### config.mk
export PLATFORM = sky130hd
export DESIGN_NAME = alu_arbiter
export DESIGN_NICKNAME = d
export VERILOG_FILES = /design/src/rtl/alu_arbiter.sv
export SDC_FILE = /design/constraint.sdc
export NUM_CORES = 1
export LEC_CHECK = 0
export CAP_MARGIN = 40
export CORE_ASPECT_RATIO = 1.25
export CORE_MARGIN = 10
export CORE_UTILIZATION = 45
export CTS_CLUSTER_SIZE = 20
export DETAILED_ROUTE_END_ITERATION = 6
export PLACE_DENSITY = 0.93
export SLEW_MARGIN = 20
export SYNTH_ARGS = -nofsm -noshare
export SYNTH_HDL_FRONTEND = slang
export SYNTH_SLANG_ARGS = --single-unit
export TNS_END_PERCENT = 5
### constraint.sdc
create_clock -name clk_i -period 2.2 [get_ports clk_i]
set_input_delay 0.22 -clock clk_i [delete_from_list [all_inputs] [get_ports clk_i]]
set_output_delay 0.22 -clock clk_i [all_outputs]
set_load 0.05 [all_outputs]
### src/rtl/alu_arbiter.sv
// alu_arbiter: round-robin sequencer sharing one combinational ALU between
// two requesters, with a registered response path.
//
// Ports:
//   clk_i, rst_ni              clock, async active-low reset
//   req0_*/req1_*              valid/ready request: op (3b), operands {A,B}
//   alu_en_o/ctl_o/ab_o        ALU drive, active only during ISSUE
//   alu_bc_i                   ALU result {B,C}
//   rsp_valid_o/rsp_ready_i    response handshake
//   rsp_id_o/rsp_c_o/rsp_b_o   response owner, result C, echoed B
//   busy_o                     high whenever not IDLE
//   op_cnt_o                   completed-response counter (wraps)

module alu_arbiter #(
    parameter int WIDTH = 8
) (
    input  logic               clk_i,
    input  logic               rst_ni,

    input  logic               req0_valid_i,
    output logic               req0_ready_o,
    input  logic [2:0]         req0_op_i,
    input  logic [2*WIDTH-1:0] req0_ab_i,

    input  logic               req1_valid_i,
    output logic               req1_ready_o,
    input  logic [2:0]         req1_op_i,
    input  logic [2*WIDTH-1:0] req1_ab_i,

    output logic               alu_en_o,
    output logic [2:0]         alu_ctl_o,
    output logic [2*WIDTH-1:0] alu_ab_o,
    input  logic [2*WIDTH-1:0] alu_bc_i,

    output logic               rsp_valid_o,
    input  logic               rsp_ready_i,
    output logic               rsp_id_o,
    output logic [WIDTH-1:0]   rsp_c_o,
    output logic [WIDTH-1:0]   rsp_b_o,

    output logic               busy_o,
    output logic [7:0]         op_cnt_o
);

    typedef enum logic [1:0] {
        IDLE  = 2'd0,
        ISSUE = 2'd1,
        RESP  = 2'd2
    } state_t;

    state_t             r_state;
    logic               r_last;
    logic               r_id;
    logic [2:0]         r_op;
    logic [2*WIDTH-1:0] r_ab;
    logic [WIDTH-1:0]   r_c;
    logic [WIDTH-1:0]   r_b;
    logic [7:0]         r_cnt;

    logic               w_idle;
    logic               w_issue;
    logic               w_resp;
    logic               w_grant0;
    logic               w_grant1;
    logic               w_ready0;
    logic               w_ready1;
    logic               w_accept;

    assign w_idle  = (r_state == IDLE);
    assign w_issue = (r_state == ISSUE);
    assign w_resp  = (r_state == RESP);

    // Contention goes to whoever was not served last; r_last resets
    // to 1 so requester 0 wins the first contest after reset.
    assign w_grant0 = req0_valid_i & (~req1_valid_i | r_last);
    assign w_grant1 = req1_valid_i & (~req0_valid_i | ~r_last);

    assign w_ready0 = w_idle & w_grant0;
    assign w_ready1 = w_idle & w_grant1;
    assign w_accept = w_ready0 | w_ready1;

    always_ff @(posedge clk_i or negedge rst_ni) begin
        if (!rst_ni) begin
            r_state <= IDLE;
            r_last  <= 1'b1;
            r_id    <= 1'b0;
            r_op    <= '0;
            r_ab    <= '0;
            r_c     <= '0;
            r_b     <= '0;
            r_cnt   <= '0;
        end else begin
            case (r_state)
                IDLE: begin
                    if (w_accept) begin
                        r_op    <= w_ready1 ? req1_op_i : req0_op_i;
                        r_ab    <= w_ready1 ? req1_ab_i : req0_ab_i;
                        r_id    <= w_ready1;
                        r_last  <= w_ready1;
                        r_state <= ISSUE;
                    end
                end
                ISSUE: begin
                    r_c     <= alu_bc_i[WIDTH-1:0];
                    r_b     <= alu_bc_i[2*WIDTH-1:WIDTH];
                    r_state <= RESP;
                end
                RESP: begin
                    if (rsp_ready_i) begin
                        r_cnt   <= r_cnt + 8'd1;
                        r_state <= IDLE;
                    end
                end
                default: r_state <= IDLE;
            endcase
        end
    end

    assign req0_ready_o = w_ready0;
    assign req1_ready_o = w_ready1;

    // The ALU bus is quiet outside ISSUE so the shared ALU sees no
    // stale operands while the response waits.
    assign alu_en_o  = w_issue;
    assign alu_ctl_o = w_issue ? r_op : 3'd0;
    assign alu_ab_o  = w_issue ? r_ab : '0;

    assign rsp_valid_o = w_resp;
    assign rsp_id_o    = r_id;
    assign rsp_c_o     = r_c;
    assign rsp_b_o     = r_b;

    assign busy_o   = ~w_idle;
    assign op_cnt_o = r_cnt;

    a_ready_excl: assert property (
        @(posedge clk_i) disable iff (!rst_ni)
        !(req0_ready_o && req1_ready_o)
    );

    a_issue_once: assert property (
        @(posedge clk_i) disable iff (!rst_ni)
        alu_en_o |=> !alu_en_o
    );

endmodule

==> results of run 1 <==
## registers in the layout, indices dropped and copies added (netlist names)
signal / flops
r_ab: 16
r_op: 3
r_last: 1
rsp_c_o: 8
rsp_b_o: 8
rsp_id_o: 1
r_state: 2
op_cnt_o: 8
## logic make-up after synthesis
kind of cell | after synthesis | synth area share, %
xor gates and xnor gates | 7 | 2.528
AOI/OAI and AO/OA | 41 | 17.44
muxes | 17 | 9.288
and+or+nand+nor | 61 | 14.34
DFF | 47 | 48.56
adders and majority gates | 1 | 0.5159
buffers and inverters | 37 | 7.327
## metal layers
| metal | wire length [um] | vias to the layer above | part of all wire (%) |
|---|---|---|---|
| met5 | 0 | - | 0 |
| met4 | 96 | 0 | 1.4 |
| met3 | 532 | 9 | 7.7 |
| met2 | 3882 | 61 | 56 |
| met1 | 2401 | 975 | 35 |
| li1 | - | 949 | - |
## critical path, stage by stage, from the launching register on
cell     delay, ns
dfrtp_1       0.48
nor3b_2       0.25
and2_1        0.18
buf_4         0.25
buf_12        0.17
## timing repair
item	4_1_cts	5_1_grt
hold buffers	1	0
buffers inserted	0	0
endpoints found under the hold margin	17	0
## layout by cell type (no fill, tap or decap), types with 2 or more instances in the layout
master and count:
and2_1 20, nor3_1 2, inv_1 21, nor2_1 4
nand3_1 22, nor2_2 2, dfrtp_1 46, o21ai_0 19
clkbuf_8 5, mux2_4 9, buf_4 11, nand2_1 2
xor2_1 4, buf_12 21, and3_1 2, clkdlybuf4s50_1 82
mux2_1 7, bufinv_16 2, xnor2_1 3, o311ai_2 19
## power breakdown
group / total, mW / switching, mW / internal [mW]
registers: 1.53 / 0.252 / 1.28
logic: 3.92 / 2.27 / 1.65
clock network: 0.753 / 0.300 / 0.453
total: 6.20 / 2.82 / 3.38
## how the worst max path moves through the flow
stage	endpoint	depth (start not counted)	slack [ns]
after floorplan	alu_ab_o[10]	4	0.47
after global placement	req1_ready_o	5	0.42
after detailed placement	req1_ready_o	5	0.39
after CTS	req1_ready_o	4	0.30
after global routing	req1_ready_o	4	0.21
final	req1_ready_o	4	0.33
## metrics by stage
| stage | utilization, % | cell area (sq um) | setup slack, ns | total power [mW] | hold WS, ns |
|---|---|---|---|---|---|
| final | 76.10 | 3921 | 0.3322 | 6.202 | 0.3927 |
| after CTS | 76.10 | 3921 | 0.2974 | 6.270 | 0.3999 |
| after global placement | 72.73 | 3747 | 0.4242 | 5.404 | 0.3790 |
| after floorplan | - | 2425 | 0.4651 | 4.028 | -0.07559 |
| after global routing | 76.10 | 3921 | 0.2117 | 6.526 | 0.4326 |
| after detailed placement | 73.26 | 3775 | 0.3905 | 5.491 | 0.1983 |
## layout make-up
type	count	area share (%)
Timing Repair Buffer	117	34.84
Sequential cell	47	30.03
Multi-Input combinational cell	127	27.57
Inverter	22	2.106
Tap cell	62	1.978
Clock buffer	5	1.755
Clock inverter	3	1.723
==> impl_metrics.env, run 1 <==
export IMPL_p_per_area_nw_per_um2=1582
export IMPL_syn_nets=271
export IMPL_synthToLayoutAreaGrowth_pct=61.71
export IMPL_ys_async_sr_fraction_pct=100.0
export IMPL_fin_crit_ns=1.868
export IMPL_drc_errors=0
export IMPL_reg2reg_from="r_state[1]$_DFFE_PN0P_"
export IMPL_startpoint="r_state[1]$_DFFE_PN0P_"
export IMPL_dpl_hpwl_um=5467
export IMPL_slew_headroom_pct=59.45
export IMPL_end_kind="output port"
export IMPL_place_congestion=0.8131
export IMPL_final_nets=380
export IMPL_ys_ff_latch=47
export IMPL_ios=108
export IMPL_grt_use_met1_pct=16.14
export IMPL_setup_tns_ns=0
export IMPL_grt_pass1_vias=2305
export IMPL_path_max_fanout=13
export IMPL_cts_buffers_inserted=5
export IMPL_vdd_drop_max_mv=0.7920
export IMPL_insertion_delay_ns=0.30
export IMPL_num_fill_cells=336
export IMPL_cts_root_buffer="clkbuf_8"
export IMPL_crit_arrival_ns=1.65
export IMPL_antennaDiodeCount=0
export IMPL_cp_required_ns=1.98
export IMPL_ys_top_cells_by_area="dfrtp_1 47%, o311ai_2 13%, mux2_4 5.6%, and2_1 5.2%, nand3_1 4.5%"
export IMPL_yosysSeqAreaShare_pct=48.56
export IMPL_drtPass1Iterations=4
export IMPL_synthFlopType="dfrtp_1"
export IMPL_port_buffers=107
export IMPL_timing_rr_end="r_ab[7]$_DFFE_PN0P_"
export IMPL_grt_usage_pct=16.19
export IMPL_critPathKind="reg -> out"
export IMPL_cts_tree="done"
export IMPL_seqCellArea_sq_um=1177
export IMPL_drv_slew=0
export IMPL_row_count=29
export IMPL_wl_um=6912
export IMPL_fin_cells=383
export IMPL_ys_warn_count=0
export IMPL_rsz0062_at_grt="false"
export IMPL_syn_mean_instance_area_sq_um=11.49
export IMPL_min_path_type="in -> async"
export IMPL_ctsResizeCount=0
export IMPL_cap_violations=0
export IMPL_syn_inst=211
export IMPL_synth_top_area_share_pct=47.47
export IMPL_hold_viol=0
export IMPL_clkTransAtPathRegs_ns=0.09
export IMPL_drive_above_1_share_pct=24.30
export IMPL_finClkSkew_ns=0.007363
export IMPL_die_w_um=85.66
export IMPL_die_h_um=102.1
export IMPL_fmax_mhz=535.4
export IMPL_grt_max_degree=23
export IMPL_grt_util_met3_pct=6.369
export IMPL_clockBufferDepth=2
export IMPL_synth_edf_count=0
export IMPL_grt_remaining_overflow=0
export IMPL_wl_per_cell_um=18.05
export IMPL_drtIter0Drc=70
export IMPL_num_vias=1994
export IMPL_antenna_found_initial=0
export IMPL_multiInputGateArea_sq_um=1081
export IMPL_avgViaCountPerCell=5.206
export IMPL_p_leak_nw=1.684
export IMPL_yosys_top_cells_count="46 x dfrtp_1, 22 x nand3_1, 21 x inv_1, 20 x and2_1, 20 x o21ai_0"
export IMPL_core_area_sq_um=5152
export IMPL_die_area_sq_um=8743
export IMPL_grt_busiest_layer="met2"
export IMPL_start_util_pct=47.06
export IMPL_worst_setup_path_start_kind="flip-flop"
export IMPL_ant_nets=0
export IMPL_worstRegToRegCells=4
export IMPL_setup_viol=0
export IMPL_place_inst=374
export IMPL_synth_most_common_cell="dfrtp_1"
export IMPL_grt_first_pass_wirelength_um=11450
export IMPL_status="finished clean"
export IMPL_synth_area_sq_um=2425
export IMPL_cts_sinks=47
export IMPL_timing_final_crit_share_pct=84.90
export IMPL_r2r_slack_ns=0.73
export IMPL_grtUsageMet2_pct=30.43
export IMPL_synth_top_area_cell="dfrtp_1"
export IMPL_tightest_slew_ns=0.6076
export IMPL_ys_types=33
export IMPL_htree_num_levels=2
No activity file was read; power rests on OpenSTA's default activity.
==> run 2, diff against run 1 <==
--- a/config.mk
+++ b/config.mk
@@ -8,10 +8,10 @@
 export CAP_MARGIN = 40
 export CORE_ASPECT_RATIO = 1.25
 export CORE_MARGIN = 10
-export CORE_UTILIZATION = 45
+export CORE_UTILIZATION = 42
 export CTS_CLUSTER_SIZE = 20
 export DETAILED_ROUTE_END_ITERATION = 6
-export PLACE_DENSITY = 0.93
+export PLACE_DENSITY = 0.88
 export SLEW_MARGIN = 20
 export SYNTH_ARGS = -nofsm -noshare
 export SYNTH_HDL_FRONTEND = slang
==> constraint.sdc (replaced) <==
create_clock -name clk_i -period 1.8 [get_ports clk_i]
set_input_delay 0.18 -clock clk_i [delete_from_list [all_inputs] [get_ports clk_i]]
set_output_delay 0.18 -clock clk_i [all_outputs]
set_load 0.05 [all_outputs]
==> run 2 against run 1 <==
Die area up 5.6%. Clock power down 19%. First-iteration DRC count down 39%. Register-to-register slack worse by 0.40 ns. Sequential share of layout area up 0.12 points. Final cell count up 0.78%. Flip-flop and latch count unchanged. Via count up 2.2%. Worst setup slack worse by 0.28 ns. Sequential power up 23%. Highest routed layer unchanged.
==> impl_metrics.env, run 2 (synthesis gave the netlist of run 1 again) <==
export IMPL_p_leak_nw=1.686
export IMPL_grt_first_pass_wirelength_um=11080
export IMPL_die_w_um=87.96
export IMPL_avgViaCountPerCell=5.277
export IMPL_critPathKind="reg -> out"
export IMPL_core_area_sq_um=5518
export IMPL_die_area_sq_um=9231
export IMPL_drv_slew=0
export IMPL_critPathMaxStageDelay_ns=0.84
export IMPL_end_kind="output port"
export IMPL_hold_viol=0
export IMPL_tightest_slew_ns=0.6469
export IMPL_fin_area_sq_um=3910
export IMPL_post_cts_buffers=0
export IMPL_drive_above_1_share_pct=24.84
export IMPL_row_count=30
export IMPL_ant_nets=0
export IMPL_slew_headroom_pct=56.83
export IMPL_grt_remaining_overflow=0
export IMPL_cts_tree="done"
export IMPL_setup_tns_ns=0
export IMPL_start_util_pct=43.95
export IMPL_dpl_cell_area_sq_um=3812
export IMPL_place_congestion=0.8232
export IMPL_final_cell_mix="80 x clkdlybuf4s50_1, 45 x dfrtp_1, 25 x buf_12"
export IMPL_antennaDiodeCount=0
export IMPL_drtPass1Iterations=4
export IMPL_wl_per_cell_um=18.20
export IMPL_cts_buffers_inserted=5
export IMPL_min_path_type="in -> async"
export IMPL_htree_num_levels=2
export IMPL_crit_buf_inv=1
export IMPL_rsz0062_at_grt="false"
export IMPL_finClkSkew_ns=0.003556
export IMPL_ios=108
export IMPL_slowest_stage="clkdlybuf4s50_1"
export IMPL_insertion_delay_ns=0.29
export IMPL_status="finished clean"
export IMPL_grt_pass1_vias=2218
export IMPL_largest_register="r_ab"
export IMPL_fin_crit_ns=1.750
export IMPL_p_per_area_nw_per_um2=1900
export IMPL_vdd_drop_max_mv=0.8962
export IMPL_cts_root_buffer="clkbuf_8"
export IMPL_crit_family="buffers and inverters"
export IMPL_timing_rr_end="r_ab[15]$_DFFE_PN0P_"
export IMPL_reg2reg_from="r_state[1]$_DFFE_PN0P_"
export IMPL_drc_errors=0
export IMPL_num_vias=2037
export IMPL_largest_reg_flops=16
export IMPL_cap_violations=0
export IMPL_r2r_slack_ns=0.33
export IMPL_synthToLayoutAreaGrowth_pct=61.25
export IMPL_grt_max_degree=31
export IMPL_clockBufferDepth=2
export IMPL_dpl_hpwl_um=5584
export IMPL_timing_final_crit_share_pct=97.19
export IMPL_fmax_mhz=571.6
export IMPL_final_nets=381
export IMPL_worstRegToRegCells=4
export IMPL_cts_sinks=47
export IMPL_clkTransAtPathRegs_ns=0.08
export IMPL_crit_arrival_ns=1.57
export IMPL_worst_setup_path_start_kind="flip-flop"
export IMPL_antenna_found_initial=0
export IMPL_drtIter0Drc=43
export IMPL_crit_chain="clkdlybuf4s50_1"
export IMPL_port_buffers=107
export IMPL_cp_required_ns=1.62
export IMPL_grt_usage_pct=14.82
export IMPL_setup_viol=0
export IMPL_die_h_um=105.0
export IMPL_final_common_cell="clkdlybuf4s50_1"
export IMPL_wl_um=7024
export IMPL_path_max_fanout=5
==> run 2: cell types whose count changed in the layout (fill, tap and decap cells not counted), sizes merged, moves of 2 or more <==
cell / previous run / this run
clkdlybuf4s50: 82 / 80
bufinv: 2 / 0
buf: 34 / 36
clkbuf: 5 / 7
==> run 2: power by group <==
group / total (mW) / switching, mW / internal (mW)
combinational: 4.94 / 2.82 / 2.12
sequential: 1.88 / 0.309 / 1.57
clock: 0.610 / 0.337 / 0.273
total: 7.43 / 3.47 / 3.96
==> run 2: worst max-delay path by stage <==
stage                            startpoint                   end  cells after the start
floorplan            r_state[0]$_DFFE_PN0P_          alu_ab_o[10]                      4
global placement               req1_valid_i   r_ab[6]$_DFFE_PN0P_                      5
detailed placement             req0_valid_i  r_ab[15]$_DFFE_PN0P_                      4
CTS                  r_state[1]$_DFFE_PN0P_          req1_ready_o                      4
global route         r_state[1]$_DFFE_PN0P_          req1_ready_o                      4
finish              op_cnt_o[4]$_DFFE_PN0P_           op_cnt_o[4]                      1
==> run 2: final cells by class <==
class	count	area, sq um
multi-input cells	127	1084
inverters	22	82.58
fillers	397	1608
clock inverters	1	5.005
repair buffers	118	1404
flip-flops and latches	47	1179
clock buffers	7	76.32
well taps	64	80.08
==> run 2: per-stage QoR <==
step / setup slack [ns] / hold slack (ns) / total power [mW] / cells / util, %
global route: 0.006521 / 0.3798 / 7.799 / 386 / 70.86
floorplan: 0.1051 / -0.1156 / 4.923 / 211 / -
CTS: 0.01306 / 0.3452 / 7.515 / 386 / 70.75
detailed placement: 0.07439 / 0.1348 / 6.890 / 377 / 69.09
global placement: 0.1633 / 0.1336 / 6.754 / 377 / 69.09
finish: 0.05050 / 0.3442 / 7.427 / 386 / 70.86
==> run 2: worst reg2reg max path: stages (launching register included) <==
cell and delay [ns]:
dfrtp_2 0.47, nor2_2 0.21, inv_2 0.19, o21ai_0 0.31, o311ai_2 0.16
==> run 2: layer usage <==
metal,global-route usage (%),share of wire (%),vias to the layer above
met5,0,0,-
met4,4.224,1.2,0
met3,5.128,7.6,9
met2,26.76,55,73
met1,15.44,36,1000
li1,-,-,955
==> run 2: timing repair <==
action,in CTS,in global routing
hold buffers,1,0
hold endpoints to repair,15,0
setup endpoints to repair,0,2
gates resized for setup,0,3
